## config.mk

```make
export PLATFORM = sky130hd
export DESIGN_NAME = cnt5_step_decoder
export DESIGN_NICKNAME = d
export VERILOG_FILES = /design/src/rtl/cnt5_step_decoder.sv
export SDC_FILE = /design/constraint.sdc
export NUM_CORES = 1
export LEC_CHECK = 0
export CAP_MARGIN = 20
export CELL_PAD_IN_SITES_DETAIL_PLACEMENT = 1
export CELL_PAD_IN_SITES_GLOBAL_PLACEMENT = 1
export CORE_UTILIZATION = 43
export DETAILED_ROUTE_END_ITERATION = 10
export GPL_ROUTABILITY_DRIVEN = 0
export PLACE_DENSITY = 0.92
export SKIP_CTS_REPAIR_TIMING = 1
export SLEW_MARGIN = 15
export SYNTH_ARGS = -nofsm -noshare
export SYNTH_HDL_FRONTEND = slang
export SYNTH_SLANG_ARGS = --single-unit
```

## constraint.sdc

```tcl
create_clock -name clk -period 9.7 [get_ports clk]
set_clock_uncertainty 0.15 [all_clocks]
set_input_delay 1.94 -clock clk [delete_from_list [all_inputs] [get_ports clk]]
set_output_delay 1.94 -clock clk [all_outputs]
set_load 0.05 [all_outputs]
```

## src/rtl/cnt5_step_decoder.sv

```systemverilog
// Receive-side decoder for the mod-5 up/down count code: classifies each sampled
// transition, accumulates a signed position and latches a fault after repeated bad samples.
module cnt5_step_decoder #(
    parameter int unsigned POS_W   = 8,
    parameter int unsigned ERR_MAX = 3
) (
    input  logic             clk,
    input  logic             rb,
    input  logic             in_vld,
    input  logic [2:0]       cnt_in,
    input  logic             clr_err,
    output logic             step_up,
    output logic             step_dn,
    output logic             step_bad,
    output logic [POS_W-1:0] pos,
    output logic             locked,
    output logic             err
);

    localparam int unsigned CntW = $clog2(ERR_MAX + 1);
    localparam logic [CntW-1:0] BadLast = CntW'(ERR_MAX - 1);
    localparam logic [CntW-1:0] CntOne  = CntW'(1);
    localparam logic [POS_W-1:0] PosOne = POS_W'(1);

    typedef enum logic [1:0] {StSeed, StTrack, StFault} state_e;

    state_e            state_q, state_d;
    logic [2:0]        prev_q, prev_d;
    logic [CntW-1:0]   bad_cnt_q, bad_cnt_d;
    logic [POS_W-1:0]  pos_q, pos_d;
    logic              up_q, up_d;
    logic              dn_q, dn_d;
    logic              bad_q, bad_d;

    logic       code_legal;
    logic [2:0] code_up;
    logic [2:0] code_dn;
    logic       bad_inc;

    assign code_legal = (cnt_in <= 3'd4);
    assign code_up    = (prev_q == 3'd4) ? 3'd0 : prev_q + 3'd1;
    assign code_dn    = (prev_q == 3'd0) ? 3'd4 : prev_q - 3'd1;

    always_comb begin
        state_d   = state_q;
        prev_d    = prev_q;
        bad_cnt_d = bad_cnt_q;
        pos_d     = pos_q;
        up_d      = 1'b0;
        dn_d      = 1'b0;
        bad_d     = 1'b0;
        bad_inc   = 1'b0;

        unique case (state_q)
            StSeed: begin
                if (in_vld) begin
                    if (code_legal) begin
                        prev_d    = cnt_in;
                        bad_cnt_d = '0;
                        state_d   = StTrack;
                    end else begin
                        bad_d   = 1'b1;
                        bad_inc = 1'b1;
                    end
                end
            end
            StTrack: begin
                if (in_vld) begin
                    if (!code_legal) begin
                        bad_d   = 1'b1;
                        bad_inc = 1'b1;
                    end else if (cnt_in == prev_q) begin
                        bad_cnt_d = '0;
                    end else if (cnt_in == code_up) begin
                        up_d      = 1'b1;
                        pos_d     = pos_q + PosOne;
                        prev_d    = cnt_in;
                        bad_cnt_d = '0;
                    end else if (cnt_in == code_dn) begin
                        dn_d      = 1'b1;
                        pos_d     = pos_q - PosOne;
                        prev_d    = cnt_in;
                        bad_cnt_d = '0;
                    end else begin
                        // Skip of two: resync the reference to the new code.
                        bad_d   = 1'b1;
                        prev_d  = cnt_in;
                        bad_inc = 1'b1;
                    end
                end
            end
            StFault: begin
                if (clr_err) begin
                    state_d   = StSeed;
                    bad_cnt_d = '0;
                end
            end
            default: state_d = StSeed;
        endcase

        if (bad_inc) begin
            bad_cnt_d = bad_cnt_q + CntOne;
            if (bad_cnt_q == BadLast) begin
                state_d = StFault;
            end
        end

        // A clear coincident with a sample wins over escalation on that edge.
        if (clr_err && (state_q != StFault)) begin
            bad_cnt_d = '0;
            if (state_d == StFault) begin
                state_d = state_q;
            end
        end
    end

    always_ff @(posedge clk) begin
        if (rb) begin
            state_q   <= StSeed;
            prev_q    <= 3'd0;
            bad_cnt_q <= '0;
            pos_q     <= '0;
            up_q      <= 1'b0;
            dn_q      <= 1'b0;
            bad_q     <= 1'b0;
        end else begin
            state_q   <= state_d;
            prev_q    <= prev_d;
            bad_cnt_q <= bad_cnt_d;
            pos_q     <= pos_d;
            up_q      <= up_d;
            dn_q      <= dn_d;
            bad_q     <= bad_d;
        end
    end

    assign step_up  = up_q;
    assign step_dn  = dn_q;
    assign step_bad = bad_q;
    assign pos      = pos_q;
    assign locked   = (state_q == StTrack);
    assign err      = (state_q == StFault);

endmodule

```

After elaboration in Yosys (flattened, before gate mapping). Index checks and enable logic that the tools add are counted.

Flip-flop bits (word level): 18. Bits of input ports: 7. Output and inout bits: 13. Logic and storage cells: 88.

$add $sub $neg: 5. Magnitude comparators: 1. Equal/unequal tests: 21. Muxes and demuxes: 38. Bitwise logic cells: 4. Reductions and logical operators: 12.

Operator list (count): 2-to-1 mux 2 bit (16); 2-to-1 mux 3 bit (7); 2-to-1 mux 8 bit (2); inequality test 2 bit, second input constant (6); case mux 2 bit (3 select lines) (2); equality test 3 bit (3); 2-to-1 mux 1 bit (9); adder 8 x 1 -> 8 bit, second input constant (1); subtractor 8 x 1 -> 8 bit, second input constant (1); AND reduction 7 bit (1); equality test 2 bit, second input constant (3); inequality test 3 x 2 -> 1 bit, second input constant (2); inequality test 3 bit, second input constant (2); case mux 3 bit (2 select lines) (1); AND reduction 6 bit (1); OR reduction 6 bit (1); inequality test 5 x 1 -> 1 bit, second input constant (1); AND reduction 5 bit (1); OR reduction 5 bit (1); NOT 1 bit (4); nonzero test 2 bit (2); nonzero test 4 bit (1); adder 3 x 1 -> 3 bit, second input constant (1); equality test 3 bit, second input constant (1); 11 further kinds (11).

Logic depth before layout (Yosys ltp).
Word-level depth: 13. Mapped depth: 12. Gate-level depth less buffers: 12.

Least setup slack after synthesis. OpenSTA, ideal clock, no wires.

Kind: in2reg. From: in cnt_in[1]. To: reg pos_q[7], in the netlist pos[7]. Setup time: 134 ps. Arrival: 4146 ps. Data required time: 9416 ps. Path slack: 5270 ps. Stages on the path: 10. Path buffers: 1. Cell sequence: buf_6 xnor2_1 o211ai_4 ha_1 nand3_1 nand4_1 a21oi_1 and3b_1 mux2_1 or4_1.

Word-level cells in the longest chain between the ends: 3. Elaborated cells on any way between the ends: 8. Those cells by class: order compare (1); eq/ne (3); mux (1); bitwise (1); reduce/logical (2).

Ends and longest elaborated chain: start, declared (RTL line 10) `input logic [2:0] cnt_in,`; parallel branches: the longest is 3 deep, another holds less-or-equal comparator 3 bit; end signal, assigned (RTL line 130) `pos_q <= pos_d;`; end, declared (RTL line 30) `logic [POS_W-1:0] pos_q, pos_d;`.

Parallel ways; which one is timed is not known. A chain may end at the register's enable or synchronous reset.

Final worst setup path.
From: in cnt_in[2]. To: reg pos_q[7], in the netlist pos[7].

Same word-level chain as after synthesis.

==> qor.yml <==
status:
  outcome: "finished, final reports clean"
layout:
  final_cells: 192
  antenna_cells: 0
  drive_above_1_share: 0.0745
  syn_to_final_growth_pct: 18.6
  final_nets: 180
route:
  vias: 1097
  drt-initial-drc-count: 24
  wl_per_cell_um: 15.1
  drt-vias-per-instance: 5.71
  drcViolationCount: 0
  dr.pass1.iters: 4
  drtAntennaViolNets: 0
  totalWireLength_um: 2900
cts:
  cts_root_buffer: "clkbuf_4"
  numCtsBuffers: 3
  htreeDepth: 1
  cts_tree: "done"
  clk_path_buf_depth: 2
  clock_latency_ns: 0.29
  cts.sinks: 18
  clk_pin_slew_ns: 0.10
setup_path:
  r2r-start: "prev_q[0]$_SDFFE_PP0P_"
  crit_slowest_cell: "clkdlybuf4s50_1"
  ff2ff_path_depth: 12
  path_buf_inv: 1
  cp_num_cells: 10
  r2r_slack_ns: 6.08
  cp_max_fo: 13
  cp-start-kind: "input pin"
  crit_required_ns: 9.73
  path_delay_family: "simple AND/OR/NAND/NOR gates"
  critical-path-max-stage-delay_ns: 0.53
  crit_arrival_ns: 4.89
  r2r-end: "pos[7]$_SDFFE_PP0P_"
  crit_type: "in -> reg"
  cp-end-kind: "flop"
  crit_chain: "clkdlybuf4s50_1 > nor3_1 > o211ai_4 > ha_1 > nand3_1 > nand4_1 > a21oi_1 > and3b_1 > mux2_1 > or4_1"
synth:
  yosys_warnings: 0
  synthFlopType: "dfxtp_1"
  synth_nets: 160
  synth_edf_count: 0
  syn-cell-area_um2: 1260
  async_reset_ff_frac: 0
  synth.most_common_cell: "dfxtp_1"
  synth_cells: 142
  synthTopCellsByCount: "dfxtp_1 (18), nor2_1 (17), a21oi_1 (10), ha_1 (10)"
  post_synth_main_area_contributors: "dfxtp_1 (29%), ha_1 (9.9%), mux2i_1 (6.3%)"
  yosysUniqueCellTypes: 40
  ys_seq_elements: 18
  synth_top_cell_by_area: "dfxtp_1"
  synth_top_area_frac: 0.285
  seq_area_frac_synth: 0.285
  synth.avg_cell_area_um2: 8.90
sta:
  layout_min_cycle_time_ns: 4.86
  grt_setup_unrepaired: "no"
  worst_slew_pin_slew_ns: 0.769
  setup_viol: 0
  period_share: 0.501
  setup_slack_ns: 4.84
  hold_viol_final: 0
  slew_viol_final: 0
  max_clock_freq_ghz: 0.206
  relSlewSlack: 0.486
  tns_ns: 0
worst_hold_path:
  hold_path_class: "reg -> reg"
  holdCritStartpoint: "bad_cnt_q[0]$_SDFFE_PP0P_"
  holdPathEnd: "bad_cnt_q[0]$_SDFFE_PP0P_"
  hold_path_depth: 2
die:
  initial_core_util: 0.454
  rows: 19
  boundaryPins: 20
  die_x_um: 56.2
  die_h_um: 56.2
  core-area_um2: 2780
  die_area_um2: 3160
placed_design:
  pre_cts_ws_ns: 4.54
  hpwl_um: 2270
  port_buffers: 19
  dp_cells: 188
power_and_ir_drop:
  peakVddDrop_mv: 0.0894
  pwr_density_cell_nw_per_um2: 121
  p_leak_nw: 0.570
global_route:
  grt_pass1_wl_um: 4910
  grt.overflow.total: 0
  grt_pass1_vias: 1131
  grt_usage: 0.196
  grt_start_max_net_pins: 24
  antenna_found_initial: 0
job:
  drv_cap: 0
## layout by cell type, fill, tap and decap left out, types with 2 or more instances in the layout
cell and count:
o211ai_4 2, nor4b_1 2, nand3b_1 2, nor3b_1 3, nor3_1 4, dfxtp_1 18
nor2_1 17, inv_1 9, nand2_1 4, mux2i_1 8, clkbuf_4 3, o21ai_0 7
xor2_1 2, nand2b_1 2, clkdlybuf4s50_1 19, nand3_1 2, a211oi_1 4, nand4_1 2
nor2b_1 2, a21oi_1 10, xnor2_1 9, a31oi_1 2, ha_1 10
## flip-flops by register name (all words and copies together) (netlist names)
signal and count:
prev_q 3, pos 8, step_dn 1, bad_cnt_q 2
step_up 1, step_bad 1, state_q 2
## cell type report
| cell class | count | area (µm²) |
|---|---|---|
| inverter | 9 | 33.8 |
| fill | 345 | 1280 |
| clock buffer | 4 | 36.3 |
| multi-input combinational | 111 | 840 |
| timing repair buffer | 19 | 190 |
| sequential | 18 | 360 |
| tap | 31 | 38.8 |
## kinds of logic (layout without fill, tap and decap cells)
logic type               count (synthesis)  after routing  synth area share
adder cells (fa/ha/maj)                 11             11             0.115
flip-flops                              18             18             0.285
AO/OA/AOI/OAI                           33             33             0.194
multiplexers                             9              9            0.0723
AND/OR/NAND/NOR                         47             47             0.207
XOR/XNOR                                11             11            0.0762
buffers and inverters                   13             32            0.0505
## worst reg2reg max path, delay by kind of cell, from the launching register on
family | cells | cell delay [ns]
AND/OR/NAND/NOR | 4 | 1.16
adder cells (fa/ha/maj) | 2 | 0.54
multiplexers | 1 | 0.28
AO/OA/AOI/OAI | 4 | 0.86
buffers and inverters | 1 | 0.09
flip-flops | 1 | 0.43
## worst max-delay path by stage
stage                          from                  end  slack, ns
after floorplan           cnt_in[1]  pos[7]$_SDFFE_PP0P_       5.27
after global placement    cnt_in[2]  pos[7]$_SDFFE_PP0P_       4.67
after detailed placement  cnt_in[2]  pos[7]$_SDFFE_PP0P_       4.54
after CTS                 cnt_in[2]  pos[7]$_SDFFE_PP0P_       4.83
after global routing      cnt_in[1]  pos[7]$_SDFFE_PP0P_       4.61
final                     cnt_in[2]  pos[7]$_SDFFE_PP0P_       4.84
## power breakdown
group	switching (mW)	leakage, nW	internal (mW)	total, mW
registers	0.00297	0.146	0.0768	0.0798
clock network	0.0236	0.0210	0.0229	0.0465
logic	0.0325	0.403	0.0226	0.0551
## stage by stage
step,instance area [µm²],hold slack [ns],power (mW),util
2_1_floorplan,1260,0.308,0.123,-
3_3_place_gp,1460,0.323,0.134,0.526
3_5_place_dp,1460,0.351,0.137,0.526
4_1_cts,1500,0.367,0.183,0.539
5_1_grt,1500,0.406,0.193,0.539
6_report,1500,0.362,0.181,0.539
## routing by layer
metal	up-vias	GRT usage	routed length [µm]
li1	542	-	-
met1	532	0.226	1260
met2	21	0.359	1540
met3	2	0.0488	78
met4	0	0.0453	17
met5	-	0	0
Note: power is estimated with default switching activity, not from simulation.
